$ cat config.mk
export PLATFORM = sky130hd
export DESIGN_NAME = bcd_timer_param
export DESIGN_NICKNAME = d
export VERILOG_FILES = /design/src/rtl/bcd_timer_param.sv
export SDC_FILE = /design/constraint.sdc
export NUM_CORES = 1
export LEC_CHECK = 0
export ABC_AREA = 1
export BUFFER_PORTS_ARGS = -buffer_cell sky130_fd_sc_hd__buf_2
export CAP_MARGIN = 30
export CELL_PAD_IN_SITES_DETAIL_PLACEMENT = 0
export CELL_PAD_IN_SITES_GLOBAL_PLACEMENT = 2
export CORE_AREA = 2 2 122 124
export CTS_BUF_LIST = sky130_fd_sc_hd__clkbuf_8
export CTS_CLUSTER_DIAMETER = 200
export CTS_CLUSTER_SIZE = 12
export DETAILED_ROUTE_END_ITERATION = 8
export DIE_AREA = 0 0 124 126
export GPL_TIMING_DRIVEN = 1
export PLACE_DENSITY_LB_ADDON = 0.1
export SLEW_MARGIN = 5
export SYNTH_ARGS = -nofsm -noshare
export SYNTH_HDL_FRONTEND = slang
export SYNTH_SLANG_ARGS = --single-unit
$ cat constraint.sdc
create_clock -name CLOCK_50 -period 1.9 [get_ports CLOCK_50]
set_clock_uncertainty 0.1 [all_clocks]
set_input_delay 0.19 -clock CLOCK_50 [delete_from_list [all_inputs] [get_ports CLOCK_50]]
set_output_delay 0.19 -clock CLOCK_50 [all_outputs]
set_load 0.03 [all_outputs]
$ cat src/rtl/bcd_timer_param.sv
`default_nettype none
// ============================================================================
//  Module      : bcd_timer_param
//  Description : N-digit BCD up/down timer with prescaler, load, clear,
//                lap-hold snapshot and active-low 7-segment outputs.
//  Revision    : 1.0 - initial release
// ============================================================================
module bcd_timer_param #(
    parameter int DIGITS        = 4,
    parameter int TICK_DIV      = 50000000,
    parameter int LEADING_BLANK = 0
) (
    input  logic                  CLOCK_50,
    input  logic                  reset,
    input  logic                  enable,
    input  logic                  clear,
    input  logic                  load,
    input  logic [4*DIGITS-1:0]   load_value,
    input  logic                  down,
    input  logic                  hold,
    output logic [4*DIGITS-1:0]   bcd_out,
    output logic [7*DIGITS-1:0]   segs,
    output logic                  tick,
    output logic                  wrap
);

    localparam int             c_pw   = (TICK_DIV > 1) ? $clog2(TICK_DIV) : 1;
    localparam logic [c_pw-1:0] c_last = c_pw'(TICK_DIV - 1);
    localparam logic [c_pw-1:0] c_one  = c_pw'(1);

    // Active-low {g..a} pattern for one BCD digit; non-BCD codes go dark.
    function automatic logic [6:0] seg7(input logic [3:0] v);
        case (v)
            4'd0:    seg7 = 7'h40;
            4'd1:    seg7 = 7'h79;
            4'd2:    seg7 = 7'h24;
            4'd3:    seg7 = 7'h30;
            4'd4:    seg7 = 7'h19;
            4'd5:    seg7 = 7'h12;
            4'd6:    seg7 = 7'h02;
            4'd7:    seg7 = 7'h78;
            4'd8:    seg7 = 7'h00;
            4'd9:    seg7 = 7'h18;
            default: seg7 = 7'h7F;
        endcase
    endfunction

    logic [c_pw-1:0]       presc_q, presc_d;
    logic [4*DIGITS-1:0]   digits_q, digits_d;
    logic [4*DIGITS-1:0]   snap_q, snap_d;
    logic                  tick_q, tick_d;
    logic                  wrap_q, wrap_d;

    logic                  w_step;
    logic [4*DIGITS-1:0]   w_stepped;
    logic [4*DIGITS-1:0]   w_loaded;
    logic                  w_carry;
    logic [3:0]            w_nib;
    logic                  w_zero_above;
    logic                  w_blank;

    assign w_step = enable && (presc_q == c_last);

    // Next digit values for one step; every carry/borrow looks at pre-step digits.
    always_comb begin
        w_carry   = 1'b1;
        w_stepped = digits_q;
        w_nib     = 4'd0;
        for (int i = 0; i < DIGITS; i++) begin
            w_nib = digits_q[4*i +: 4];
            if (w_carry) begin
                if (down) begin
                    w_stepped[4*i +: 4] = (w_nib == 4'd0) ? 4'd9 : w_nib - 4'd1;
                end else begin
                    w_stepped[4*i +: 4] = (w_nib == 4'd9) ? 4'd0 : w_nib + 4'd1;
                end
            end
            // A carry surviving past the top digit means the whole counter wrapped.
            w_carry = w_carry && (down ? (w_nib == 4'd0) : (w_nib == 4'd9));
        end
    end

    // Load value with out-of-range nibbles saturated to 9.
    always_comb begin
        w_loaded = load_value;
        for (int i = 0; i < DIGITS; i++) begin
            if (load_value[4*i +: 4] > 4'd9) begin
                w_loaded[4*i +: 4] = 4'd9;
            end
        end
    end

    // Next-state selection: clear > load > step; snapshot follows live while hold is low.
    always_comb begin
        presc_d  = presc_q;
        digits_d = digits_q;
        snap_d   = snap_q;
        tick_d   = 1'b0;
        wrap_d   = 1'b0;
        if (!hold) begin
            snap_d = digits_q;
        end
        if (clear) begin
            presc_d  = '0;
            digits_d = '0;
        end else if (load) begin
            presc_d  = '0;
            digits_d = w_loaded;
        end else if (enable) begin
            presc_d = w_step ? '0 : presc_q + c_one;
            if (w_step) begin
                digits_d = w_stepped;
                tick_d   = 1'b1;
                wrap_d   = w_carry;
            end
        end
    end

    // State registers with synchronous reset.
    always_ff @(posedge CLOCK_50) begin
        if (reset) begin
            presc_q  <= '0;
            digits_q <= '0;
            snap_q   <= '0;
            tick_q   <= 1'b0;
            wrap_q   <= 1'b0;
        end else begin
            presc_q  <= presc_d;
            digits_q <= digits_d;
            snap_q   <= snap_d;
            tick_q   <= tick_d;
            wrap_q   <= wrap_d;
        end
    end

    assign bcd_out = hold ? snap_q : digits_q;
    assign tick    = tick_q;
    assign wrap    = wrap_q;

    // Segment decode with optional leading-zero blanking scanned from the top digit.
    always_comb begin
        segs         = '1;
        w_zero_above = 1'b1;
        w_blank      = 1'b0;
        for (int i = DIGITS - 1; i >= 0; i--) begin
            w_zero_above = w_zero_above && (bcd_out[4*i +: 4] == 4'd0);
            w_blank      = (LEADING_BLANK != 0) && (i > 0) && w_zero_above;
            segs[7*i +: 7] = w_blank ? 7'h7F : seg7(bcd_out[4*i +: 4]);
        end
    end

endmodule
`default_nettype wire

== Yosys cells after proc, flatten, opt, wreduce, memory -nomap -nowiden ==
Memories as Yosys holds them, arrays and structs flattened.
Cells that the tools add are included.

* $add $sub $neg: 9
* Order comparisons: 4
* Eq/ne operators: 5
* Muxes and demuxes: 29
* Bitwise logic cells: 2
* Reduce and logical (&&, ||, !) cells: 21

{| class="wikitable"
|+ Operators with widths
! kind !! number
|-
| 4-bit 2-to-1 mux || 19
|-
| 16-bit 2-to-1 mux || 4
|-
| 26-bit by 1-bit adder with 26-bit output (second input constant) || 1
|-
| 26-bit == test (second input constant) || 1
|-
| 26-bit 2-to-1 mux || 1
|-
| 4-bit by 1-bit adder with 4-bit output (second input constant) || 4
|-
| 4-bit == test (second input constant) || 4
|-
| 4-bit > comparator (second input constant) || 4
|-
| 4-bit zero test || 4
|-
| 4-bit by 1-bit subtractor with 4-bit output (second input constant) || 4
|-
| 2-bit nonzero test || 5
|-
| 3-bit AND reduction || 3
|-
| 1-bit 2-to-1 mux || 5
|-
| 5-bit OR reduction || 1
|-
| 1-bit logical AND || 4
|-
| 4-bit OR reduction || 1
|-
| 3-bit OR reduction || 1
|-
| 1-bit inverter || 2
|-
| 2-bit AND reduction || 1
|-
| 2-bit OR reduction || 1
|}

* Flip-flop bits (word level): 60
* Bits in read-only memories: 448
* Bits of input ports: 23
* Output and inout bits: 46
* Word-level logic and storage cells: 82
* Memories: 4

{| class="wikitable"
|+ Memories
! memory !! words !! width !! rd ports !! clocked after memory_dff !! wr ports !! line !! RTL
|-
| (name not given) || 16 || 7 || 1 || 0 || 0 || 33 || <nowiki>case (v)</nowiki>
|-
| (name not given) || 16 || 7 || 1 || 0 || 0 || 33 ||
|-
| (name not given) || 16 || 7 || 1 || 0 || 0 || 33 ||
|-
| (name not given) || 16 || 7 || 1 || 0 || 0 || 33 ||
|}

== Longest topological paths before layout ==
Gate-level depths: netlist (run 1).

* Depth after elaboration: 8
* Gate-level depth with buffers: 11

== Worst setup path before layout (run 1) ==
Ideal clock, no wire load.

* Path type: input to output
* Start point: in hold
* End point: out segs[5]
* Arrival time: 2.020 ns
* Required time: 1.610 ns
* Path slack: -0.410 ns
* Cell stages on the path: 8
* Path through: buf_4 > buf_2 > nand2_1 > o21ai_0 > inv_1 > ha_1 > o21ai_0 > o21ai_0

* Longest elaborated chain between the ends: 2

{| class="wikitable"
|+ Ends and longest elaborated chain
! what !! line !! RTL
|-
| from (decl) || 20 || <nowiki>input logic hold,</nowiki>
|-
| 16-bit 2-to-1 mux || - ||
|-
| named net bcd_out[0] || 21 || <nowiki>output logic [4*DIGITS-1:0] bcd_out,</nowiki>
|-
| memory 16 x 7 bit || - ||
|-
| to (decl) || 22 || <nowiki>output logic [7*DIGITS-1:0] segs,</nowiki>
|}

The timed path passes the listed nets, and every way through them passes these cells.

== Final worst setup path (run 1) ==
* Start point: reg digits_q[9]
* End point: out segs[14]

* Longest elaborated chain between the ends: 2

{| class="wikitable"
|+ Ends and longest elaborated chain
! what !! line !! RTL
|-
| from (decl) || 49 || <nowiki>logic [4*DIGITS-1:0] digits_q, digits_d;</nowiki>
|-
| from (signal assigned) || 129 || <nowiki>digits_q <= digits_d;</nowiki>
|-
| 16-bit 2-to-1 mux || - ||
|-
| memory 16 x 7 bit || - ||
|}

No other way between the ends.

==> out/metrics.yaml, run 1 <==
cts_buffer_depth: 2
setup_viol: 7
met3WireLength_um: 511
syn_area_mm2: 0.00433
area_growth_syn_to_layout_pct: 48.6
worst-path-max-fanout: 5
ios: 69
yosys_register_bits: 60
synth_sequential_area_ratio: 0.277
n_antenna_cell: 0
drt-met1-wl_mm: 6.81
post_drt_via_cell_ratio: 4.64
count_of_tritonroute_iterations_in_the_first_routing_pass: 5
clk_transition_reported_paths_ns: 0.07
hold_buffers: 0
worst_hold_path_type: "primary input to flop"
power_per_cell_area_mw_per_mm2: 624
failed_checks: "negative setup slack"
power.leakage_nw: 3.01
startpoint_type: "flop"
worst_skew_pair.late_latency_ns: 0.36
critPathMaxStageDelay_ns: 0.34
cts-htree-levels: 3
met2RoutedLength_mm: 5.67
synth.net_count: 754
crit_type: "flop to output pin"
grt_antenna_before_repair: 0
grt_util_all_layers: 0.170
numCtsBuffers: 9
number_of_unique_standard_cell_types_used_by_synthesis: 36
timing.final.crit_share: 1.03
global_route_wire_length_before_repair_mm: 21.1
fillCellCount: 1503
slew_violations: 0
drt_first_iter_violations: 214
post_drt_wl_per_cell_um: 12.6
timing.critical_path.slowest_stage_cell: "sky130_fd_sc_hd__dfxtp_2"
gp_routability_congestion: 0.835
clock-root-buffer: "sky130_fd_sc_hd__clkbuf_8"
cp_top_family: "compound AO/OA/AOI/OAI gates"
drc: 0
first_global_vias: 4404
grt_max_degree: 28
run_status: "complete, but fails checks"
clock_sinks: 60
timing.max_cap.violations: 0
max_slew_margin: 0.730
post_synth_inst_count: 710
row_count: 44
maxClockFrequency_mhz: 510
p_total_mw: 4.02
grt_setup_unrepaired: "true"
end_kind: "output pin"
fin_nets: 895
core_area_mm2: 0.0143
routed-via-count: 4825
drt-total-wl_mm: 13.2
tightest_slew_ns: 0.404
gr_ovfl_total: 0
post_synth_main_area_contributors: "sky130_fd_sc_hd__dfxtp_1 28%, sky130_fd_sc_hd__nand2_1 15%, sky130_fd_sc_hd__nor2_1 10%"
die_area_mm2: 0.0156
layout_common_cells: "154 x sky130_fd_sc_hd__nand2_1, 111 x sky130_fd_sc_hd__nor2_1, 76 x sky130_fd_sc_hd__inv_1"
setup_slack_ns: -0.0590
tritoncts: "done"
height_of_the_die_um: 126
final_layout_size_suffix_gt1_frac: 0.379
critPathRequiredTime_ns: 1.61
antenna_violating_nets_post_route: 0
critical_path.n_buffers_inverters: 3
hold_viol: 0
buffer_ports.inserted: 68
finalCoreUtilization: 0.450
path_cells: "o21ai_4 > inv_4 > buf_6 > o21ai_4 > o21ai_1 > buf_4"
post-synth-top-area-cell: "sky130_fd_sc_hd__dfxtp_1"
synth_top_area_share: 0.277
hpwlAfterDp_mm: 9.82
mostFrequentLayoutCell: "sky130_fd_sc_hd__nand2_1"
fin_worst_hold_slack_ns: 0.0422
avgSynthCellArea_um2: 6.10
worst_path_most_repeated_cell: "sky130_fd_sc_hd__o21ai_4"
finalWorstPathRequiredPeriod_ns: 1.96
warnings_synthesis: 0
die_width_um: 124
dr.max_layer_used: "met4"
vdd_drop_max_v: 0.000303
start_util: 0.303
worst-endpoint-arrival_ns: 1.67
[worst register-to-register path: cells and delay by family, from the launching register on]
family                 cells  cell delay, ns
AOI/OAI and AO/OA          1            0.08
DFF                        1            0.41
buffers and inverters      1            0.08
and+or+nand+nor            7            0.91
[timing repair]
item	CTS	global route
resized for setup	113	123
endpoints found under the hold margin	0	0
pin swaps	16	45
endpoints found under the setup margin	42	48
setup buffers	5	13
[cells in the mapped netlist]
cell,number
sky130_fd_sc_hd__nor2_4,4
sky130_fd_sc_hd__dfxtp_1,60
sky130_fd_sc_hd__inv_2,15
sky130_fd_sc_hd__nand2_4,4
sky130_fd_sc_hd__nand3b_1,1
sky130_fd_sc_hd__nand3_2,3
sky130_fd_sc_hd__o21ai_2,7
sky130_fd_sc_hd__or2_1,1
sky130_fd_sc_hd__o21ai_1,24
sky130_fd_sc_hd__clkbuf_1,4
sky130_fd_sc_hd__ha_1,21
sky130_fd_sc_hd__buf_6,1
sky130_fd_sc_hd__nor3_2,4
sky130_fd_sc_hd__o221ai_1,1
sky130_fd_sc_hd__nand2_1,171
sky130_fd_sc_hd__nand3_1,48
sky130_fd_sc_hd__nand2_2,7
sky130_fd_sc_hd__nor3b_1,1
sky130_fd_sc_hd__a211oi_1,1
sky130_fd_sc_hd__nor3_1,9
sky130_fd_sc_hd__buf_1,1
sky130_fd_sc_hd__a21oi_1,29
sky130_fd_sc_hd__buf_2,7
sky130_fd_sc_hd__nand4_1,11
sky130_fd_sc_hd__and3_1,1
sky130_fd_sc_hd__a22oi_1,2
sky130_fd_sc_hd__o21ai_0,50
sky130_fd_sc_hd__nor2_1,115
sky130_fd_sc_hd__inv_1,89
sky130_fd_sc_hd__buf_4,1
sky130_fd_sc_hd__xnor2_1,1
sky130_fd_sc_hd__xor2_1,6
sky130_fd_sc_hd__a21boi_0,1
sky130_fd_sc_hd__o211ai_1,1
sky130_fd_sc_hd__nor2_2,7
sky130_fd_sc_hd__nor2_8,1
[metal layers]
layer  GRT usage  vias up
met2       0.249       95
li1            -     2541
met5           0        -
met1       0.252     2179
met4      0.0476        0
met3      0.0322       10
[stage by stage]
| step | cells | instance area, um2 | setup slack (ns) | TNS (ns) |
|---|---|---|---|---|
| after floorplan | 710 | 4370 | -0.0746 | -0.485 |
| after global placement | 1009 | 5330 | -0.0942 | -0.609 |
| after detailed placement | 1009 | 5330 | -0.114 | -1.48 |
| after CTS | 1028 | 5930 | -0.0617 | -0.635 |
| after global routing | 1040 | 6440 | -0.122 | -1.87 |
| final | 1040 | 6440 | -0.0590 | -0.120 |
[where the power goes]
part           total (mW)  switching (mW)  leakage [nW]  internal (mW)
logic                1.36           0.796          2.39          0.564
clock network        1.33           0.529         0.122          0.803
registers            1.33          0.0359         0.498           1.29
total                4.02            1.36          3.01           2.66
[flip-flops by register name, indices dropped and copies added (netlist names)]
signal	flops
digits_q	16
presc_q	26
wrap	1
snap_q	16
tick	1
[final cells by class]
type                       instances  area [um2]  area share
sequential                        60        1240       0.192
timing repair buffer             144        1120       0.174
multi-input combinational        532        3220       0.499
clock inverter                     5        76.3      0.0118
tap                              184         230      0.0357
clock buffer                      11         151      0.0235
inverter                         104         408      0.0633
[kinds of logic (layout without fill, tap and decap cells)]
logic type	after synthesis	count (layout)	synth area share
adders and majority gates	21	21	0.0606
xor gates and xnor gates	7	7	0.0141
buffers and inverters	118	264	0.107
and+or+nand+nor	388	388	0.398
AOI/OAI and AO/OA	116	116	0.144
DFF	60	60	0.277
[final timing paths]
check | from | end | slack, ns | depth (start not counted)
hold / removal | enable | presc_q[1] | 0.04 | 3
hold reg to reg | presc_q[1] | presc_q[1] | 0.39 | 2
setup reg to reg | presc_q[12] | digits_q[2] | 0.19 | 9
setup / recovery | digits_q[9] | segs[14] | -0.06 | 6
(Power assumes the default switching activity.)
==> run 2, diff against run 1 <==
--- a/config.mk
+++ b/config.mk
@@ -18,6 +18,7 @@
 export DIE_AREA = 0 0 124 126
 export GPL_TIMING_DRIVEN = 1
 export PLACE_DENSITY_LB_ADDON = 0.1
+export SETUP_SLACK_MARGIN = 0.15
 export SLEW_MARGIN = 5
 export SYNTH_ARGS = -nofsm -noshare
 export SYNTH_HDL_FRONTEND = slang
==> out/metrics.yaml, run 2 (same netlist as run 1, synthesis figures left out) <==
ios: 69  # unchanged
grt_util_all_layers: 0.174  # +0.00393
timing.max_cap.violations: 0  # unchanged
internal_power_mw: 2.48  # -6.5%
first_global_vias: 4682  # +6.3%
clock_share_of_power: 0.307  # -0.024
register_with_the_highest_flop_count: "presc_q"
end_kind: "output pin"
vdd_drop_max_v: 0.000314  # +3.8%
drt-total-wl_mm: 13.4  # +2.0%
startpoint_type: "flop"
timing.final.crit_share: 1.03  # +0.00166
stages_on_the_worst_setup_path: 7  # +1
grt_setup_unrepaired: "true"
crit_type: "flop to output pin"
cp_top_family: "compound AO/OA/AOI/OAI gates"
post_drt_via_cell_ratio: 4.68  # +0.91%
maxClockFrequency_mhz: 510  # -0.16%
numCtsBuffers: 9  # unchanged
tritoncts: "done"
cts-htree-levels: 3  # unchanged
drt_first_iter_violations: 219  # +2.3%
clk_transition_reported_paths_ns: 0.07  # about the same
gp_routability_congestion: 0.849  # +1.7%
fin_worst_hold_slack_ns: 0.0689  # +0.0266 ns
worst-path-max-fanout: 5  # unchanged
crit_path_start: "digits_q[5]"
setup_viol: 9  # +2
r2r_end: "digits_q[12]"
row_count: 44  # unchanged
worst-r2r-cell-count: 9  # unchanged
worstSetupEndpoint: "segs[13]"
critPathMaxStageDelay_ns: 0.37  # +0.03 ns
failed_checks: "negative setup slack"
gr_ovfl_total: 0  # unchanged
antenna_violating_nets_post_route: 0  # unchanged
grt_max_degree: 22  # -21%
core_area_mm2: 0.0143  # unchanged
worst_path_most_repeated_cell: "sky130_fd_sc_hd__o21ai_2"
layout_common_cells: "158 x sky130_fd_sc_hd__nand2_1, 109 x sky130_fd_sc_hd__nor2_1, 81 x sky130_fd_sc_hd__inv_1"
timing.critical_path.slowest_stage_cell: "sky130_fd_sc_hd__dfxtp_4"
share_comb_of_total_power: 0.346  # +0.008
power.leakage_nw: 3.01  # about the same
finalCoreUtilization: 0.443  # -0.00743
largest_register_ffs: 26  # unchanged
finalWorstPathRequiredPeriod_ns: 1.96  # +0.00315 ns
path_cells: "o21ai_4 > inv_4 > ha_4 > o21ai_2 > buf_4 > o21ai_2 > buf_6"
area_growth_syn_to_layout_pct: 46.2
max_slew_margin: 0.729  # -0.000843
final_area_mm2: 0.00633  # -1.7%
rr_startpoint: "digits_q[4]"
worst_skew_pair.late_latency_ns: 0.34  # -0.02 ns
worst-r2r-setup-slack_ns: 0.19  # about the same
fin_nets: 896  # +0.11%
critical_path.n_buffers_inverters: 3  # unchanged
critPathRequiredTime_ns: 1.61  # about the same
start_util: 0.303  # unchanged
hpwlAfterDp_mm: 10.1  # +3.3%
routed-via-count: 4864  # +0.81%
die_width_um: 124  # unchanged
slew_violations: 0  # unchanged
clock_sinks: 60  # unchanged
hold_viol: 0  # unchanged
netSwitchingFraction: 0.347  # +0.00868
buffer_ports.inserted: 68  # unchanged
seq_power_share: 0.347  # +0.017
drc: 0  # unchanged
global_route_wire_length_before_repair_mm: 21.8  # +3.4%
mostFrequentLayoutCell: "sky130_fd_sc_hd__nand2_1"
die_area_mm2: 0.0156  # unchanged
height_of_the_die_um: 126  # unchanged
worst-endpoint-arrival_ns: 1.67  # about the same
reg_top3: "presc_q: 26 flops, digits_q: 16 flops, snap_q: 16 flops"
cts_buffer_depth: 2  # unchanged
run_status: "complete, but fails checks"
tightest_slew_ns: 0.407  # +0.00302 ns
placedInstanceArea_mm2: 0.00535  # +0.42%
grt_antenna_before_repair: 0  # unchanged
count_of_tritonroute_iterations_in_the_first_routing_pass: 6  # +1
switchingPower_mw: 1.32  # -2.9%
final_layout_size_suffix_gt1_frac: 0.361  # -0.0171
setup_slack_ns: -0.0621  # -0.00315 ns
power_per_cell_area_mw_per_mm2: 601  # -3.7%
clock-root-buffer: "sky130_fd_sc_hd__clkbuf_8"
hold_buffers: 0  # unchanged
worst_hold_path_type: "primary input to flop"
n_antenna_cell: 0  # unchanged
post_drt_wl_per_cell_um: 12.9  # +2.1%
run 2: how the worst min path moves through the flow:
stage                            end  startpoint  slack [ns]  cells after the start
after floorplan           presc_q[1]      enable        0.25                      2
after global placement    presc_q[1]  presc_q[1]        0.37                      2
after detailed placement  presc_q[1]  presc_q[1]        0.38                      2
after CTS                 presc_q[1]      enable        0.06                      3
after global routing      presc_q[1]      enable        0.07                      3
final                     presc_q[1]      enable        0.07                      3
run 2: routing by layer:
layer	wire length (um)	share of wire	vias up	global-route usage
met5	0	0	-	0
met4	148	0.011	0	0.0443
met3	373	0.028	13	0.0317
met2	7250	0.54	64	0.322
met1	5640	0.42	2246	0.202
li1	-	-	2541	-
run 2: area by class of cell:
cell class	count	area, um2
Sequential cell	60	1240
Fill cell	1557	7980
Timing Repair Buffer	145	1140
Inverter	104	400
Clock buffer	11	151
Tap cell	184	230
Multi-Input combinational cell	532	3140
Clock inverter	3	38.8
run 2: what timing repair did:
item	CTS	global route
pin swaps	29	24
setup buffers	10	6
gates resized for setup	122	77
endpoints found under the setup margin	61	68
run 2: power by group through the flow:
stage	clock network [mW]	registers (mW)	logic (mW)
after global routing	1.25	1.33	1.43
after detailed placement	0	1.35	1.03
after CTS	1.22	1.32	1.22
after floorplan	0	1.34	0.681
final	1.17	1.32	1.32
after global placement	0	1.35	1.03
run 2: stage by stage:
stage | instances | setup slack [ns] | TNS [ns] | power, mW
after floorplan | 710 | 0.0432 | 0 | 2.02
after global placement | 1009 | -0.0393 | -0.248 | 2.38
after detailed placement | 1009 | -0.113 | -1.23 | 2.38
after CTS | 1033 | -0.0368 | -0.213 | 3.76
after global routing | 1039 | -0.138 | -2.21 | 4.01
final | 1039 | -0.0621 | -0.243 | 3.81
run 2: worst register-to-register path, stage by stage, from the launching register on:
cell and delay (ns):
sky130_fd_sc_hd__dfxtp_4 0.37, sky130_fd_sc_hd__nor2_1 0.26, sky130_fd_sc_hd__nand2_1 0.11, sky130_fd_sc_hd__nand2_1 0.07, sky130_fd_sc_hd__nand2_1 0.09, sky130_fd_sc_hd__nor2_1 0.19
sky130_fd_sc_hd__nand3_2 0.13, sky130_fd_sc_hd__nand2_2 0.10, sky130_fd_sc_hd__nor2_1 0.05, sky130_fd_sc_hd__nor2_1 0.15
